## src/rtl/reg_bank_write_demux_pkg.sv

```systemverilog
// Shared constants and the address decode for the 16x32 register bank.
// The read side's mux_16 tree uses the same address encoding.
package reg_bank_write_demux_pkg;

  localparam int REG_DATA_WIDTH = 32;
  localparam int REG_ADDR_WIDTH = 4;
  localparam int REG_COUNT      = 16;
  localparam int ZERO_REG_INDEX = 0;

  // With zero_reg set, the hardwired register never gets an enable.
  function automatic logic [REG_COUNT-1:0] onehot_dec(
    input logic [REG_ADDR_WIDTH-1:0] addr,
    input logic                      en,
    input logic                      zero_reg
  );
    logic [REG_COUNT-1:0] oh;
    oh = '0;
    if (en && !(zero_reg &&
        addr == REG_ADDR_WIDTH'(ZERO_REG_INDEX)))
      oh[addr] = 1'b1;
    return oh;
  endfunction

endpackage

```

## src/rtl/reg_bank_write_demux_decoder_4to16.sv

```systemverilog
// Combinational 4-to-16 one-hot write-enable decoder.
// Mirror of the read-side mux_16 select tree.
module decoder_4to16
  import reg_bank_write_demux_pkg::*;
#(
  parameter bit ZERO_REG = 1'b1
) (
  input  logic                      en,
  input  logic [REG_ADDR_WIDTH-1:0] addr,
  output logic [REG_COUNT-1:0]      onehot
);

  always_comb begin
    onehot = onehot_dec(addr, en, ZERO_REG);
  end

endmodule

```

## src/rtl/reg_bank_write_demux.sv

```systemverilog
// Write side of the 16x32 register bank: handshake, 2-stage commit pipe,
// register array and flat readback bus.
module reg_bank_write_demux
  import reg_bank_write_demux_pkg::*;
#(
  parameter int DATA_WIDTH = REG_DATA_WIDTH,
  parameter int NUM_REGS   = REG_COUNT,
  parameter int ADDR_WIDTH = REG_ADDR_WIDTH,
  parameter int ZERO_REG   = 1
) (
  input  logic                           clock,
  input  logic                           reset,
  input  logic                           wr_valid,
  output logic                           wr_ready,
  input  logic [ADDR_WIDTH-1:0]          wr_addr,
  input  logic [DATA_WIDTH-1:0]          wr_data,
  input  logic                           hold,
  input  logic                           clr,
  output logic [NUM_REGS-1:0]            commit_we,
  output logic [DATA_WIDTH-1:0]          commit_data,
  output logic                           busy,
  output logic [NUM_REGS*DATA_WIDTH-1:0] q_flat
);

  logic                           s1_valid_q, s1_valid_d;
  logic [ADDR_WIDTH-1:0]          s1_addr_q, s1_addr_d;
  logic [DATA_WIDTH-1:0]          s1_data_q, s1_data_d;
  logic                           s2_valid_q, s2_valid_d;
  logic [NUM_REGS-1:0]            s2_we_q, s2_we_d;
  logic [DATA_WIDTH-1:0]          s2_data_q, s2_data_d;
  logic [NUM_REGS*DATA_WIDTH-1:0] regs_q, regs_d;

  logic [NUM_REGS-1:0] s1_onehot;
  logic                commit_fire;
  logic                s2_free;
  logic                s1_adv;
  logic                accept;

  decoder_4to16 #(
    .ZERO_REG (ZERO_REG != 0)
  ) u_dec (
    .en     (s1_valid_q),
    .addr   (s1_addr_q),
    .onehot (s1_onehot)
  );

  always_comb begin
    commit_fire = s2_valid_q && !hold && !clr;
    s2_free     = !s2_valid_q || commit_fire;
    s1_adv      = s1_valid_q && s2_free;
    wr_ready    = !clr && (!s1_valid_q || s1_adv);
    accept      = wr_valid && wr_ready;
    commit_we   = commit_fire ? s2_we_q : '0;
    commit_data = commit_fire ? s2_data_q : '0;
    busy        = s1_valid_q || s2_valid_q;
  end

  always_comb begin
    s1_valid_d = s1_valid_q;
    s1_addr_d  = s1_addr_q;
    s1_data_d  = s1_data_q;
    s2_valid_d = s2_valid_q;
    s2_we_d    = s2_we_q;
    s2_data_d  = s2_data_q;
    regs_d     = regs_q;
    if (clr) begin
      // Pending writes are dropped, never committed.
      s1_valid_d = 1'b0;
      s2_valid_d = 1'b0;
      regs_d     = '0;
    end else begin
      if (commit_fire) begin
        s2_valid_d = 1'b0;
        for (int i = 0; i < NUM_REGS; i++) begin
          if (s2_we_q[i])
            regs_d[i*DATA_WIDTH +: DATA_WIDTH] = s2_data_q;
        end
      end
      if (s1_adv) begin
        s2_valid_d = 1'b1;
        s2_we_d    = s1_onehot;
        s2_data_d  = s1_data_q;
        s1_valid_d = 1'b0;
      end
      if (accept) begin
        s1_valid_d = 1'b1;
        s1_addr_d  = wr_addr;
        s1_data_d  = wr_data;
      end
    end
  end

  always_ff @(posedge clock) begin
    if (reset) begin
      s1_valid_q <= 1'b0;
      s1_addr_q  <= '0;
      s1_data_q  <= '0;
      s2_valid_q <= 1'b0;
      s2_we_q    <= '0;
      s2_data_q  <= '0;
      regs_q     <= '0;
    end else begin
      s1_valid_q <= s1_valid_d;
      s1_addr_q  <= s1_addr_d;
      s1_data_q  <= s1_data_d;
      s2_valid_q <= s2_valid_d;
      s2_we_q    <= s2_we_d;
      s2_data_q  <= s2_data_d;
      regs_q     <= regs_d;
    end
  end

  assign q_flat = regs_q;

endmodule

```

## config.mk

```make
export PLATFORM = sky130hd
export DESIGN_NAME = reg_bank_write_demux
export DESIGN_NICKNAME = d
export VERILOG_FILES = /design/src/rtl/reg_bank_write_demux_pkg.sv /design/src/rtl/reg_bank_write_demux_decoder_4to16.sv /design/src/rtl/reg_bank_write_demux.sv
export SDC_FILE = /design/constraint.sdc
export NUM_CORES = 1
export LEC_CHECK = 0
export BUFFER_PORTS_ARGS = -buffer_cell sky130_fd_sc_hd__buf_2
export CORE_AREA = 2 2 232 234
export CTS_BUF_LIST = sky130_fd_sc_hd__clkbuf_8
export DETAILED_ROUTE_END_ITERATION = 6
export DIE_AREA = 0 0 234 236
export PLACE_DENSITY_LB_ADDON = 0.1
export SKIP_CTS_REPAIR_TIMING = 1
export SLEW_MARGIN = 20
export SYNTH_ARGS = -nofsm -noshare
export SYNTH_HDL_FRONTEND = slang
export SYNTH_SLANG_ARGS = --single-unit
```

## constraint.sdc

```tcl
create_clock -name clock -period 3.26 [get_ports clock]
set_clock_uncertainty 0.05 [all_clocks]
set_input_delay 0.163 -clock clock [delete_from_list [all_inputs] [get_ports clock]]
set_output_delay 0.163 -clock clock [all_outputs]
set_load 0.005 [all_outputs]
```

==> results_dict.tcl, run 1 <==
set metrics [dict create \
    cts-root-buf "clkbuf_8" \
    period_utilization_pct 90.6 \
    timing.setup.tns_ps 0 \
    syn2layout_area_growth_pct 22.5 \
    fp-row-count 85 \
    synth-main-ff-cell "dfxtp_1" \
    placeableCoreArea_um2 53100 \
    cts_tree "built" \
    synth_enable_flop_cells 0 \
    finish.net_count 3327 \
    worstSetupPathType "reg -> out" \
    pwr_density_cell_nw_per_um2 513 \
    num-fill-cells 5065 \
    worst_slew_margin_rel_pct 23.9 \
    slew_violations 0 \
    hp-class "in -> reg" \
    die_area_um2 55200 \
    timing.critical_path.to_type "output port" \
    io_buffer_count 602 \
    floorplan.die.width_um 234 \
    cp.arrival_ps 2740 \
    drt_first_iter_violations 1612 \
    maximum_number_of_pins_on_one_net_before_global_route_repair 121 \
    floorplan.io_pins 603 \
    finalPower_uw 14700 \
    cts-root-to-sink-buffers 3 \
    cp_max_fo 33 \
    grt_usage_pct 30.9 \
    run_status "complete, no violations" \
    register_area_um2 12000 \
    vias_in_the_first_global_route 19900 \
    final_period_minus_worst_setup_slack_ps 2950 \
    clk_latency_ps 700 \
    via_count 21300 \
    synthCells 2758 \
    area_taken_by_multi_input_logic_gates_um2 9660 \
    die_h_um 236 \
    maxCapViolations 0 \
    max_freq_mhz 339 \
    core_util_final_pct 54.2 \
    finalSetupViolations 0 \
    ys_async_sr_fraction_pct 0 \
    syn-mean-instance-area_um2 8.51 \
    worst_case_vdd_ir_drop_mv 0.331 \
    setup.worst_path.start_class "flop" \
    number_of_nets_produced_by_synthesis 2799 \
    rsz0062_at_grt "false" \
    yosysSeqAreaShare_pct 51.0 \
    initial_standard_cell_utilization_of_the_core_pct 44.2 \
    yosys_warnings 0 \
    cts_num_sinks 598 \
    routedWlPerCell_um 21.8 \
    post-route-drc-count 0 \
    place.gp.congestion 0.859 \
    syn-cell-area_um2 23500 \
    hpwlAfterDp_um 59000 \
    antenna_violating_nets_post_route 0 \
    global_route.overflow_total 0 \
    grt_pass1_wl_um 129000 \
    grt_antenna_before_repair 4 \
    avgViaCountPerCell 5.22 \
    transition_at_the_pin_with_the_smallest_max_transition_slack_ps 1140 \
    dr_pass1_iterations 5 \
    clkTransAtPathRegs_ps 60 \
    synth_seq_cells 598 \
    share_of_post_route_cells_with_drive_strength_above_1_pct 34.9 \
    cp.required_ps 3050 \
    synth.distinct_cells 27 \
    cts_inserted_buffers 102 \
    htree_num_levels 3 \
    cellLeakagePower_uw 0.0111 \
    wl_um 88700 \
    timing.final.hold_violations 0 \
]
==> routing by layer <==
layer | global-route usage, % | up-vias | routed length [µm] | part of all wire, %
li1 | - | 9994 | - | -
met1 | 39.8 | 10300 | 37400 | 42
met2 | 48.6 | 818 | 40400 | 46
met3 | 8.78 | 173 | 7450 | 8.4
met4 | 12.7 | 2 | 3440 | 3.9
met5 | 0 | - | 16 | 0.018
==> logic make-up (layout without fill, tap and decap cells) <==
logic type / after synthesis / in the layout / share of synthesized area, %
flip-flops: 598 / 598 / 51.0
buffers and inverters: 303 / 918 / 8.29
AO/OA/AOI/OAI: 646 / 646 / 18.8
other: 0 / 2 / 0
AND/OR/NAND/NOR: 1211 / 1211 / 21.9
==> sequential cells by signal (all words and copies together) (netlist names) <==
name / count
s1_addr_q: 4
s2_data_q: 32
s2_we_q: 16
s2_valid_q: 1
s1_data_q: 32
s1_valid_q: 1
q_flat: 512
==> area by class of cell <==
class                      count  area share [%]
timing repair buffer         711            13.9
inverter                      16           0.274
clock buffer                 137            6.56
clock inverter                54           0.944
antenna                        2          0.0174
sequential                   598            41.6
multi-input combinational   1857            33.6
tap                          696            3.03
==> through the flow <==
step           hold slack [ps]  std cells  setup WS (ps)  instance area, µm²
2_1_floorplan              279       2758           1910               23500
3_3_place_gp               377       3842            952               26200
3_5_place_dp               373       3842            949               26200
4_1_cts                   -375       4033            233               28400
5_1_grt                   86.5       4071            112               28800
6_report                  62.8       4071            307               28800
==> cell usage after synthesis (9+ instances only) <==
library cell	number	area, µm²
o21ai_0	78	390
nand2b_1	38	238
nand3_1	32	160
buf_1	9	33.8
a21oi_1	246	1230
nand4b_1	36	315
nand4_1	15	93.8
clkbuf_1	49	184
clkinv_2	15	75.1
and2_1	36	225
buf_4	39	293
nand2_1	1025	3850
a21oi_2	315	2760
buf_6	65	732
dfxtp_1	598	12000
buf_2	123	616
nand4bb_1	16	180
==> critical path, cell delays in order, from the launching register on <==
cell       delay [ps]
dfxtp_1           490
buf_4             280
nand4bb_2          90
buf_4             330
clkinv_2          510
buf_2             310
==> layout by cell type (no fill, tap or decap), types with 2 or more instances in the layout <==
cell           count
a21oi_1          246
a21oi_2          315
and2_1            36
buf_12             7
buf_2            602
buf_4             66
clkbuf_8         137
clkinv_2          23
clkinvlp_4         2
dfxtp_1          598
diode_2            2
dlygate4sd3_1     36
inv_1             39
inv_6              2
inv_8              2
nand2_1         1025
nand2b_1          38
nand3_1           32
nand4_1           15
nand4b_1          36
nand4bb_1          2
nand4bb_2         14
nor2_1             4
nor2b_1            4
o21ai_0           78
o21ai_1            5
==> final timing paths <==
path	from	to	slack [ps]	cells after the start
worst max-delay path	s2_valid_q	commit_we[15]	310	5
worst min-delay path	wr_valid	s1_data_q[1]	60	3
worst max register to register	s2_valid_q	q_flat[487]	1050	6
worst min register to register	q_flat[12]	q_flat[12]	400	2
==> where the power goes <==
| group | total [µW] | internal, µW | switching [µW] |
|---|---|---|---|
| registers | 7370 | 7330 | 31.1 |
| clock network | 7000 | 3830 | 3170 |
| logic | 373 | 120 | 253 |
| total | 14700 | 11300 | 3450 |
No activity file was read; power rests on OpenSTA's default activity.
==> run 2: changes to the inputs <==
- CORE_AREA: 2 2 232 234 -> 2 2 236 238
- DIE_AREA: 0 0 234 236 -> 0 0 238 240
==> results_dict.tcl, run 2 (synthesized netlist as in run 1, its figures left out) <==
set metrics [dict create \
    worstSetupPathType "reg -> out" \
    cp_cell_sequence "buf_4 -> nand4bb_1 -> buf_4 -> clkinv_2 -> buf_2" \
    fp-row-count 86 \
    cellLeakagePower_uw 0.0110 \
    p_clk_share_pct 45.8 \
    setup.worst_path.start_class "flop" \
    cts_num_sinks 598 \
    run_status "complete, no violations" \
    timing.setup.tns_ps 0 \
    final_period_minus_worst_setup_slack_ps 2930 \
    internal-power_uw 11000 \
    dr_pass1_iterations 5 \
    hpwlAfterDp_um 61100 \
    finalPower_uw 14300 \
    global_route.overflow_total 0 \
    max_freq_mhz 342 \
    top_library_cells_by_usage_in_the_layout_fill_and_taps_aside "nand2_1, buf_2, dfxtp_1" \
    timing.final.hold_violations 0 \
    worst_slew_margin_rel_pct 25.3 \
    post-route-drc-count 0 \
    cts_inserted_buffers 99 \
    post_dp_cell_area_um2 26200 \
    floorplan.io_pins 603 \
    cts-root-buf "clkbuf_8" \
    rsz0062_at_grt "false" \
    regToRegSetupSlack_ps 1030 \
    syn2layout_area_growth_pct 21.6 \
    grt_pass1_wl_um 130000 \
    post-route-cell-area_um2 28500 \
    pwr_density_cell_nw_per_um2 501 \
    wl_um 90300 \
    floorplan.die.width_um 238 \
    power_switching_share_pct 23.3 \
    via_count 21200 \
    htree_num_levels 3 \
    die_area_um2 57100 \
    routedWlPerCell_um 22.2 \
    cp_max_fo 33 \
    period_utilization_pct 89.8 \
    worstSetupStartpoint "s2_valid_q" \
    avgViaCountPerCell 5.23 \
    placeableCoreArea_um2 54700 \
    regToRegEndpoint "q_flat[385]" \
    hp-class "in -> reg" \
    core_util_final_pct 52.2 \
    finish.net_count 3320 \
    worst_r2r_path_depth 6 \
    worst_case_vdd_ir_drop_mv 0.329 \
    drt_first_iter_violations 1453 \
    grt_usage_pct 30.3 \
    power.combinational.fraction_pct 2.6 \
    clkTransAtPathRegs_ps 60 \
    largest_register_ffs 512 \
    io_buffer_count 602 \
    reg2reg_from "s2_valid_q" \
    pwr-share-seq_pct 51.6 \
    grt_antenna_before_repair 1 \
    initial_standard_cell_utilization_of_the_core_pct 42.9 \
    cp.arrival_ps 2710 \
    transition_at_the_pin_with_the_smallest_max_transition_slack_ps 1120 \
    clk_latency_ps 690 \
    power_switching_uw 3340 \
    share_of_post_route_cells_with_drive_strength_above_1_pct 34.6 \
    cp.required_ps 3050 \
    slowest_cp_cell "clkinv_2" \
    maxCapViolations 0 \
    timing.critical_path.to_type "output port" \
    vias_in_the_first_global_route 19900 \
    finalSetupViolations 0 \
    place.gp.congestion 0.840 \
    most_common_cell_after_layout_fill_and_taps_aside "nand2_1" \
    antenna_violating_nets_post_route 0 \
    slew_violations 0 \
    maximum_number_of_pins_on_one_net_before_global_route_repair 121 \
    cts_tree "built" \
    worstSetupEndpoint "commit_we[12]" \
    die_h_um 240 \
    max_stage_delay_ps 500 \
    cts-root-to-sink-buffers 3 \
    worst_path_most_repeated_cell "buf_4" \
]
## run 2: changes by cell type in the layout (fill, tap and decap cells not counted)
cell,change
diode_2,-1
buf_4,-4
inv_1,-3
bufinv_16,-1
inv_6,-1
inv_8,-1
clkbuf_8,-9
## run 2: cell type report
| type | count | area, µm² |
|---|---|---|
| fill | 5259 | 26100 |
| clock inverter | 48 | 210 |
| clock buffer | 128 | 1760 |
| multi-input combinational | 1857 | 9660 |
| tap | 704 | 881 |
| timing repair buffer | 707 | 3980 |
| inverter | 16 | 78.8 |
| sequential | 598 | 12000 |
| antenna | 1 | 2.50 |
## run 2: routing by layer
| layer | GRT usage [%] | up-vias | part of all wire, % | wire length (µm) |
|---|---|---|---|---|
| li1 | - | 9957 | - | - |
| met1 | 37.6 | 10300 | 41 | 37200 |
| met2 | 48.4 | 792 | 46 | 41500 |
| met3 | 9.59 | 182 | 8.7 | 7840 |
| met4 | 13.5 | 0 | 4.2 | 3800 |
| met5 | 0 | - | 0 | 0 |
## run 2: worst min path at each step
stage                      startpoint  slack (ps)       endpoint  cells after the start
after global placement    wr_data[13]         370  s1_data_q[13]                      3
final                        wr_valid          70   s1_data_q[0]                      4
after global routing         wr_valid          80   s1_data_q[0]                      4
after floorplan            wr_addr[0]         280   s1_addr_q[0]                      2
after detailed placement  wr_data[15]         370  s1_data_q[15]                      3
after CTS                 wr_data[13]        -370  s1_data_q[13]                      3
## run 2: critical path: cells and delay by family (launching register included)
family | cells | cell delay, ps
buffers and inverters | 4 | 1430
DFF | 1 | 460
and+or+nand+nor | 1 | 130
## run 2: power by group through the flow
| stage | Sequential (µW) | Clock (µW) | Combinational [µW] |
|---|---|---|---|
| floorplan | 7500 | 0 | 290 |
| global placement | 7530 | 0 | 332 |
| detailed placement | 7530 | 0 | 336 |
| CTS | 7370 | 6660 | 337 |
| global route | 7360 | 6990 | 398 |
| finish | 7370 | 6550 | 373 |
## run 2: metrics by stage
step	hold WS (ps)	worst slack [ps]	cells
global route	76.1	191	4059
detailed placement	374	1060	3846
CTS	-373	313	4022
finish	65.9	334	4059
global placement	373	1070	3846
floorplan	279	1910	2758
==> run 3: changes to the inputs <==
- PLACE_DENSITY: default -> 0.67
- PLACE_DENSITY_LB_ADDON: 0.1 -> default
==> results_dict.tcl, run 3 (synthesized netlist as in run 1, its figures left out) <==
set metrics [dict create \
    critPathBufInv 2 \
    cts_tree "built" \
    hp-class "in -> reg" \
    routedWlPerCell_um 21.5 \
    floorplan.io_pins 603 \
    wl_um 87600 \
    post_dp_cell_area_um2 26300 \
    grt_usage_pct 29.3 \
    io_buffer_count 602 \
    grt_busiest_layer "met2" \
    htree_num_levels 3 \
    floorplan.die.width_um 238 \
    antenna_violating_nets_post_route 0 \
    timing.setup.tns_ps 0 \
    dr_pass1_iterations 5 \
    run_status "complete, no violations" \
    cellLeakagePower_uw 0.0110 \
    gr-usage-met2_pct 44.0 \
    timing.final.hold_violations 0 \
    cp_cell_sequence "nor3b_4 -> buf_4 -> and2_1 -> buf_2" \
    post-route-cell-area_um2 28500 \
    slowest_cp_cell "dfxtp_1" \
    hpwlAfterDp_um 57400 \
    via_count 21100 \
    placeableCoreArea_um2 54700 \
    groute.layer.met3.usage_pct 8.14 \
    die_area_um2 57100 \
    post-route-drc-count 0 \
    cp_max_fo 22 \
    max_freq_mhz 359 \
    cts_inserted_buffers 97 \
    maxCapViolations 0 \
    worstSetupPathType "reg -> out" \
    finish.net_count 3326 \
    share_of_post_route_cells_with_drive_strength_above_1_pct 34.6 \
    grt_use_met1_pct 39.2 \
    initial_standard_cell_utilization_of_the_core_pct 42.9 \
    drt_first_iter_violations 1833 \
    pwr_density_cell_nw_per_um2 495 \
    maximum_number_of_pins_on_one_net_before_global_route_repair 121 \
    core_util_final_pct 52.2 \
    cp.arrival_ps 2580 \
    cts-root-to-sink-buffers 3 \
    cp.required_ps 3050 \
    max_stage_delay_ps 660 \
    worst_case_vdd_ir_drop_mv 0.353 \
    period_utilization_pct 85.5 \
    grt_pass1_wl_um 125000 \
    setup.worst_path.start_class "flop" \
    slew_violations 0 \
    transition_at_the_pin_with_the_smallest_max_transition_slack_ps 1050 \
    global_route.overflow_total 0 \
    path_delay_family "simple AND/OR/NAND/NOR gates" \
    fp-row-count 86 \
    largest_register_ffs 512 \
    regToRegSetupSlack_ps 1000 \
    place.gp.congestion 0.852 \
    avgViaCountPerCell 5.20 \
    cts-root-buf "clkbuf_8" \
    finalSetupViolations 0 \
    most_common_cell_after_layout_fill_and_taps_aside "nand2_1" \
    final_period_minus_worst_setup_slack_ps 2790 \
    clkTransAtPathRegs_ps 70 \
    vias_in_the_first_global_route 19000 \
    clk_latency_ps 690 \
    cts_num_sinks 598 \
    worst_slew_margin_rel_pct 29.9 \
    rsz0062_at_grt "false" \
    grt_antenna_before_repair 4 \
    timing.critical_path.to_type "output port" \
    top_library_cells_by_usage_in_the_layout_fill_and_taps_aside "nand2_1, buf_2, dfxtp_1" \
    die_h_um 240 \
    syn2layout_area_growth_pct 21.5 \
]
[run 3: path summary, 6_finish.rpt]
check | start | endpoint | depth (start not counted)
max reg2reg | s2_valid_q | s2_data_q[30] | 5
min | wr_valid | s1_data_q[18] | 4
min reg2reg | s1_data_q[29] | s2_data_q[29] | 2
max | s2_valid_q | commit_data[11] | 4
[run 3: where the power goes]
group	internal [µW]	switching [µW]
Clock	3330	3040
Sequential	7330	30.4
Combinational	123	257
Total	10800	3330
[run 3: stage by stage]
step	total power (µW)	cells	setup slack (ps)	hold WS, ps
floorplan	7790	2758	1910	279
global placement	7870	3854	1100	370
finish	14100	4064	472	34.3
global route	14600	4063	304	26.2
CTS	14200	4024	383	-383
detailed placement	7860	3854	1110	374
[run 3: layout make-up]
cell class	count	area, µm²
timing repair buffer	715	4050
inverter	16	78.8
multi-input combinational	1857	9640
clock buffer	121	1670
tap	704	881
antenna	4	10.0
sequential	598	12000
fill	5214	26100
clock inverter	49	225
[run 3: metal layers]
layer	routed length, µm	vias to the layer above
met5	55	-
met4	4000	2
met3	8060	193
met2	38600	1005
met1	36900	9942
li1	-	9975
[run 3: worst reg2reg max path: cells and delay by family, from the launching register on]
family,cells,cell delay [ps]
AO/OA/AOI/OAI,2,400
buffers and inverters,2,730
flip-flops,1,660
AND/OR/NAND/NOR,1,340
